[config.mk]
export PLATFORM = sky130hd
export DESIGN_NAME = mem_stage_ctrl
export DESIGN_NICKNAME = d
export VERILOG_FILES = /design/src/rtl/mem_stage_ctrl.sv
export SDC_FILE = /design/constraint.sdc
export NUM_CORES = 1
export LEC_CHECK = 0
export CAP_MARGIN = 20
export CORE_MARGIN = 2
export CORE_UTILIZATION = 39
export CTS_BUF_LIST = sky130_fd_sc_hd__clkbuf_16
export CTS_CLUSTER_DIAMETER = 40
export DETAILED_ROUTE_END_ITERATION = 8
export PLACE_DENSITY = 0.73
export SETUP_SLACK_MARGIN = 0.1
export SLEW_MARGIN = 20
export SYNTH_ARGS = -nofsm -noshare
export SYNTH_HDL_FRONTEND = slang
export SYNTH_SLANG_ARGS = --single-unit
[constraint.sdc]
create_clock -name clk -period 2.5 [get_ports clk]
set_input_delay 0.5 -clock clk [delete_from_list [all_inputs] [get_ports clk]]
set_output_delay 0.5 -clock clk [all_outputs]
set_load 0.02 [all_outputs]
[src/rtl/mem_stage_ctrl.sv]
// mem_stage_ctrl: memory-stage sequencer between the execute stage and the
// byte-lane memory interface. It takes one load/store request at a time,
// holds rd/wr until the interface completes (or a timeout expires), samples
// the registered interface flags the following cycle and retires the request
// as a writeback, a store completion or a precise exception.
//
// Ports:
//   clk, rst_n                      clock, async active-low reset
//   req_valid/req_ready             request handshake from execute
//   req_store, req_funct3,
//   req_address, req_wdata,
//   req_rd_idx                      request fields
//   flush                           pipeline flush
//   mem_address, mem_sign_size,
//   mem_rd, mem_wr, mem_wdata       to the memory interface
//   mem_rdata, mem_complete,
//   mem_malign, mem_fault           from the memory interface
//   wb_valid, wb_rd_idx, wb_data    load writeback
//   done                            retirement pulse
//   exc_valid, exc_cause, exc_tval  precise exception
module mem_stage_ctrl #(
  parameter int XLEN           = 32,
  parameter int TIMEOUT_CYCLES = 255
) (
  input  logic            clk,
  input  logic            rst_n,
  input  logic            req_valid,
  output logic            req_ready,
  input  logic            req_store,
  input  logic [2:0]      req_funct3,
  input  logic [XLEN-1:0] req_address,
  input  logic [XLEN-1:0] req_wdata,
  input  logic [4:0]      req_rd_idx,
  input  logic            flush,
  output logic [XLEN-1:0] mem_address,
  output logic [2:0]      mem_sign_size,
  output logic            mem_rd,
  output logic            mem_wr,
  output logic [XLEN-1:0] mem_wdata,
  input  logic [XLEN-1:0] mem_rdata,
  input  logic            mem_complete,
  input  logic            mem_malign,
  input  logic            mem_fault,
  output logic            wb_valid,
  output logic [4:0]      wb_rd_idx,
  output logic [XLEN-1:0] wb_data,
  output logic            done,
  output logic            exc_valid,
  output logic [3:0]      exc_cause,
  output logic [XLEN-1:0] exc_tval
);

  localparam int CW = $clog2(TIMEOUT_CYCLES + 1);
  localparam logic [CW-1:0] CNT_MAX = CW'(TIMEOUT_CYCLES);

  typedef enum logic [1:0] {IDLE, ISSUE, RESP} state_t;

  state_t          state, next_state;
  logic            lat_store;
  logic [2:0]      lat_funct3;
  logic [XLEN-1:0] lat_addr;
  logic [XLEN-1:0] lat_wdata;
  logic [4:0]      lat_rd;
  logic [CW-1:0]   cnt;
  logic            timed_out;
  logic [4:0]      wb_rd_hold;
  logic [XLEN-1:0] wb_data_hold;
  logic [XLEN-1:0] tval_hold;

  logic accept;
  logic timeout_now;
  logic resp_exc;
  logic resp_wb;

  assign accept      = (state == IDLE) && req_valid && !flush;
  // The timeout cycle itself no longer drives rd/wr; complete is ignored there.
  assign timeout_now = (state == ISSUE) && (cnt == CNT_MAX);
  assign resp_exc    = (state == RESP) && (mem_malign || timed_out || mem_fault);
  assign resp_wb     = (state == RESP) && !resp_exc && !lat_store && (lat_rd != 5'd0);

  always_ff @(posedge clk or negedge rst_n) begin
    if (!rst_n) state <= IDLE;
    else        state <= next_state;
  end

  always_ff @(posedge clk or negedge rst_n) begin
    if (!rst_n) begin
      lat_store    <= 1'b0;
      lat_funct3   <= '0;
      lat_addr     <= '0;
      lat_wdata    <= '0;
      lat_rd       <= '0;
      cnt          <= '0;
      timed_out    <= 1'b0;
      wb_rd_hold   <= '0;
      wb_data_hold <= '0;
      tval_hold    <= '0;
    end else begin
      if (accept) begin
        lat_store  <= req_store;
        lat_funct3 <= req_funct3;
        lat_addr   <= req_address;
        lat_wdata  <= req_wdata;
        lat_rd     <= req_rd_idx;
        cnt        <= '0;
        timed_out  <= 1'b0;
      end
      if (state == ISSUE) begin
        if (timeout_now) timed_out <= 1'b1;
        else if (!mem_complete && !flush && cnt != CNT_MAX) cnt <= cnt + 1'b1;
      end
      if (resp_wb) begin
        wb_rd_hold   <= lat_rd;
        wb_data_hold <= mem_rdata;
      end
      if (resp_exc) tval_hold <= lat_addr;
    end
  end

  always_comb begin
    next_state    = state;
    req_ready     = 1'b0;
    mem_address   = '0;
    mem_sign_size = '0;
    mem_rd        = 1'b0;
    mem_wr        = 1'b0;
    mem_wdata     = '0;
    wb_valid      = 1'b0;
    wb_rd_idx     = wb_rd_hold;
    wb_data       = wb_data_hold;
    done          = 1'b0;
    exc_valid     = 1'b0;
    exc_cause     = '0;
    exc_tval      = tval_hold;
    case (state)
      IDLE: begin
        req_ready = rst_n;
        if (accept) next_state = ISSUE;
      end
      ISSUE: begin
        mem_address   = lat_addr;
        mem_sign_size = lat_funct3;
        mem_wdata     = lat_wdata;
        mem_rd        = !lat_store && !timeout_now;
        mem_wr        = lat_store && !timeout_now;
        // A completed access is committed, so complete outranks flush.
        if (timeout_now)       next_state = flush ? IDLE : RESP;
        else if (mem_complete) next_state = RESP;
        else if (flush)        next_state = IDLE;
      end
      RESP: begin
        done       = 1'b1;
        next_state = IDLE;
        if (resp_exc) begin
          exc_valid = 1'b1;
          // 4/5 load, 6/7 store; odd causes are access faults.
          exc_cause = {2'b01, lat_store, !mem_malign};
          exc_tval  = lat_addr;
        end else if (resp_wb) begin
          wb_valid  = 1'b1;
          wb_rd_idx = lat_rd;
          wb_data   = mem_rdata;
        end
      end
      default: next_state = IDLE;
    endcase
  end

endmodule

==> results.md <==
* Status: finished, violations left
* Failing checks: negative setup slack
* Site Rows at 50
* Die X at ~140 µm
* Crit Path Class: flop to output pin
* CTS tree: done
* HPWL after DPL at around 13000 µm
* Finished Cell Area at between 10000 and 15000 µm²
* Origin of the critical flop-to-flop path: timed_out
* Sequential area share after synthesis at between 50% and 60%
* Worst vdd ir at between 0.4 and 0.5 mV
* Yosys warnings at 0
* RSZ-0062 raised after global routing: yes
* Least-Margin Pin Slew at approximately 0.8 ns
* Slowest CP cell: or4b_4
* Area grow syn2layout at 48.6%
* Hold WC Path Type: primary input to async pin
* Layout net count at about 1100
* Top-count cell post-synth: nand2_1
* Yosys cell types at 32
* DRC errors left at 0
* Mapped cell area at approximately 7400 µm²
* Final setup viols at 71
* CTS clk-pin slew, worst paths at around 0.070 ns
* CTS Root Cell: clkbuf_16
* Worst Reg-to-Reg Cells at 6
* Switching Fraction at approximately 33%
* Synthesis-stage register bit count at approximately 150
* Cell taking the most area after synthesis: dfrtp_1
* Ranking of synthesized cells by area: dfrtp_1 52%, mux2_2 14%, nand2_1 11%
* CP peak stage delay at around 0.55 ns
* Mean Syn Cell Area at ~11 µm²
* CP bufs+invs at 2
* Clk_skew at 0.00953 ns
* Antenna-violating nets left at 0
* R2r setup slk at about 0.27 ns
* Slew HR at between 40% and 50%
* GRT Util Overall at between 20 and 25%
* CTS H-tree lvls at 4
* Worst setup EP type: output pin
* Combinational share of power at between 30% and 40%
* Number of inserted diodes at 0
* Fin. max-slew vios at 0
* Reg power frac at 37.0%
* Final hold violation count at 0
* Final setup margin at -0.360 ns
* First-pass GRT wire length at about 32000 µm
* Cell family with most CP delay: simple AND/OR/NAND/NOR gates
* Pint at 6400 µW
* CTS Sinks at around 150
* Leak Pwr at between 0.005 and 0.006 µW
* Via count at about 5900
* Largest net degree at the start of global routing at 154
* Core area at 18600 µm²
* FFs w/ async S/R, synth at 100%
* Post-synth EDFFs at 0
* Initial core utilization at roughly two fifths
* IO Pins at around 260
* DP Area at around 10000 µm²
* Total iterations of the first detailed-routing run at 5
* Initial drt markers at 190
* Area of the multi-input gates at 3390 µm²
* Synth cell count leaders: 224 x nand2_1, 153 x dfrtp_1, 90 x mux2_2
* DIE HEIGHT at approximately 140 µm
* Routed WL per cell at 17.0 µm
* # Max-Cap Violations at 0
* Final cycle utilization of the critical path at 114%
* Wirelength, routed at roughly 20000 µm
* Reg area at 3830 µm²
* Post-Layout Cell Count at around 1200
* Buffers on Ports at approximately 260
* PD cells at approximately 870 nW/µm²
* Filler cells at between 1500 and 2000
* Clock buffer depth at 2
* Placement Setup Slack at -0.944 ns
* Max FO, Critical Path at 23
* Placed Cells at around 1200
* Worst endpoint required time at roughly 2 ns
* CP startpoint kind: flop
* Syn nets at a little under 800
* Vias per std cell at 4.84
* Fin crit period at between 2 and 3 ns
* Synth Flop Type: dfrtp_1
* Number of CTS-inserted buffers at 17
* Max Freq at roughly 350 MHz
* Synth top area share at 51.8%
* Mapped Cells at 680
* Clk Latency, worst-skew pair at between 0.4 and 0.5 ns
* Util after Layout at a little under 60%
* Die area at 20100 µm²
* RR Endpoint: wb_data_hold[0]
* Share of post-route cells with drive strength above 1 at around 37%
* Vias in the first global route at between 5000 and 6000
* Hold WS at about 0.25 ns
* Grt total ovfl at 0
* Initial antenna violation count at 0
* Worst EP arrival at around 2.4 ns
* Clock share of power at a little over a quarter
* Placer congestion estimate at between 0.7 and 0.8
* Cells along the critical path: or3_4 > or4b_4 > buf_12 > mux2_2 > buf_2
* Sw power at 3110 µW
placed cells by master (no fill, tap or decap), drive strengths merged:
cell type and count:
nand2 224, dfrtp 153, mux2 139, buf 126, clkdlybuf4s50 109, clkbuf 71, and2 69, clkdlybuf4s15 16
inv 13, nand3 9, nor2 6, dlygate4sd2 4, o211ai 3, o21ai 3, nor3 3, nor2b 3
and3 3, or3 3, clkinv 3, nand4 2, mux2i 2, nor3b 2, a21o 2, or4 1
or4b 1, and4 1, xnor2 1, a311o 1, a22o 1, nand2b 1, ha 1, conb 1
clkinvlp 1, bufinv 1, bufbuf 1, dlygate4sd1 1
worst max-delay path by stage:
stage | cells after the start | to | startpoint
2_1_floorplan | 5 | wb_data[23] | mem_malign
3_3_place_gp | 6 | wb_rd_idx[0] | mem_malign
3_5_place_dp | 6 | wb_rd_idx[0] | mem_malign
4_1_cts | 6 | wb_rd_idx[4] | timed_out
5_1_grt | 5 | wb_data[19] | timed_out
6_report | 5 | wb_data[9] | timed_out
power by group through the flow:
stage / registers, µW / clock network (µW) / logic [µW]
2_1_floorplan: 3430 / 0 / 1970
3_3_place_gp: 3520 / 0 / 3410
3_5_place_dp: 3540 / 0 / 3460
4_1_cts: 3510 / 2620 / 3190
5_1_grt: 3610 / 2730 / 3680
6_report: 3520 / 2550 / 3440
stage by stage:
step           power [µW]  TNS (ns)
6_report             9510    -18.00
5_1_grt             10000    -21.94
4_1_cts              9310    -28.09
3_5_place_dp         7000    -65.79
3_3_place_gp         6930    -63.64
2_1_floorplan        5400         0
worst register-to-register path, delay by kind of cell, from the launching register on:
kind / cells / cell delay [ns]
buf+inv: 3 / 0.50
mux: 1 / 0.31
simple gates: 2 / 0.91
flops: 1 / 0.40
cell families after synthesis:
| logic type | count (synthesis) | synth area share [%] |
|---|---|---|
| buffers and inverters | 45 | 3.09 |
| AND/OR/NAND/NOR | 328 | 19.9 |
| adder cells (fa/ha/maj) | 1 | 0.169 |
| multiplexers | 141 | 23.9 |
| XOR/XNOR | 1 | 0.118 |
| AO/OA/AOI/OAI | 10 | 0.964 |
| other | 1 | 0.0507 |
| flip-flops | 153 | 51.8 |
state kept, by name, indices dropped and copies added, names as in the netlist:
register	cells
lat_addr	32
lat_wdata	32
tval_hold	32
wb_data_hold	32
cnt	8
lat_rd	5
wb_rd_hold	5
lat_funct3	3
state	2
lat_store	1
timed_out	1
per-layer routing:
layer,share of wire (%),wire length [µm],track usage [%]
met1,44,8960,26.0
met2,48,9840,32.5
met3,7.0,1450,6.78
met4,1.7,344,6.42
met5,0,0,0
final cells by class:
| class | count | share of cell area [%] |
|---|---|---|
| clock inverters | 15 | 1.40 |
| repair buffers | 311 | 26.3 |
| inverters | 3 | 0.102 |
| multi-input cells | 482 | 30.9 |
| well taps | 234 | 2.66 |
| clock buffers | 17 | 3.87 |
| flip-flops and latches | 153 | 34.8 |
timing repair:
action                     CTS  global route
resized for setup          388           221
gates cloned                 5             2
setup endpoints to repair  144           111
pin swaps                    1             2
hold buffers                 0             0
buffers inserted            13             3
Note: power is estimated with default switching activity, not from simulation.
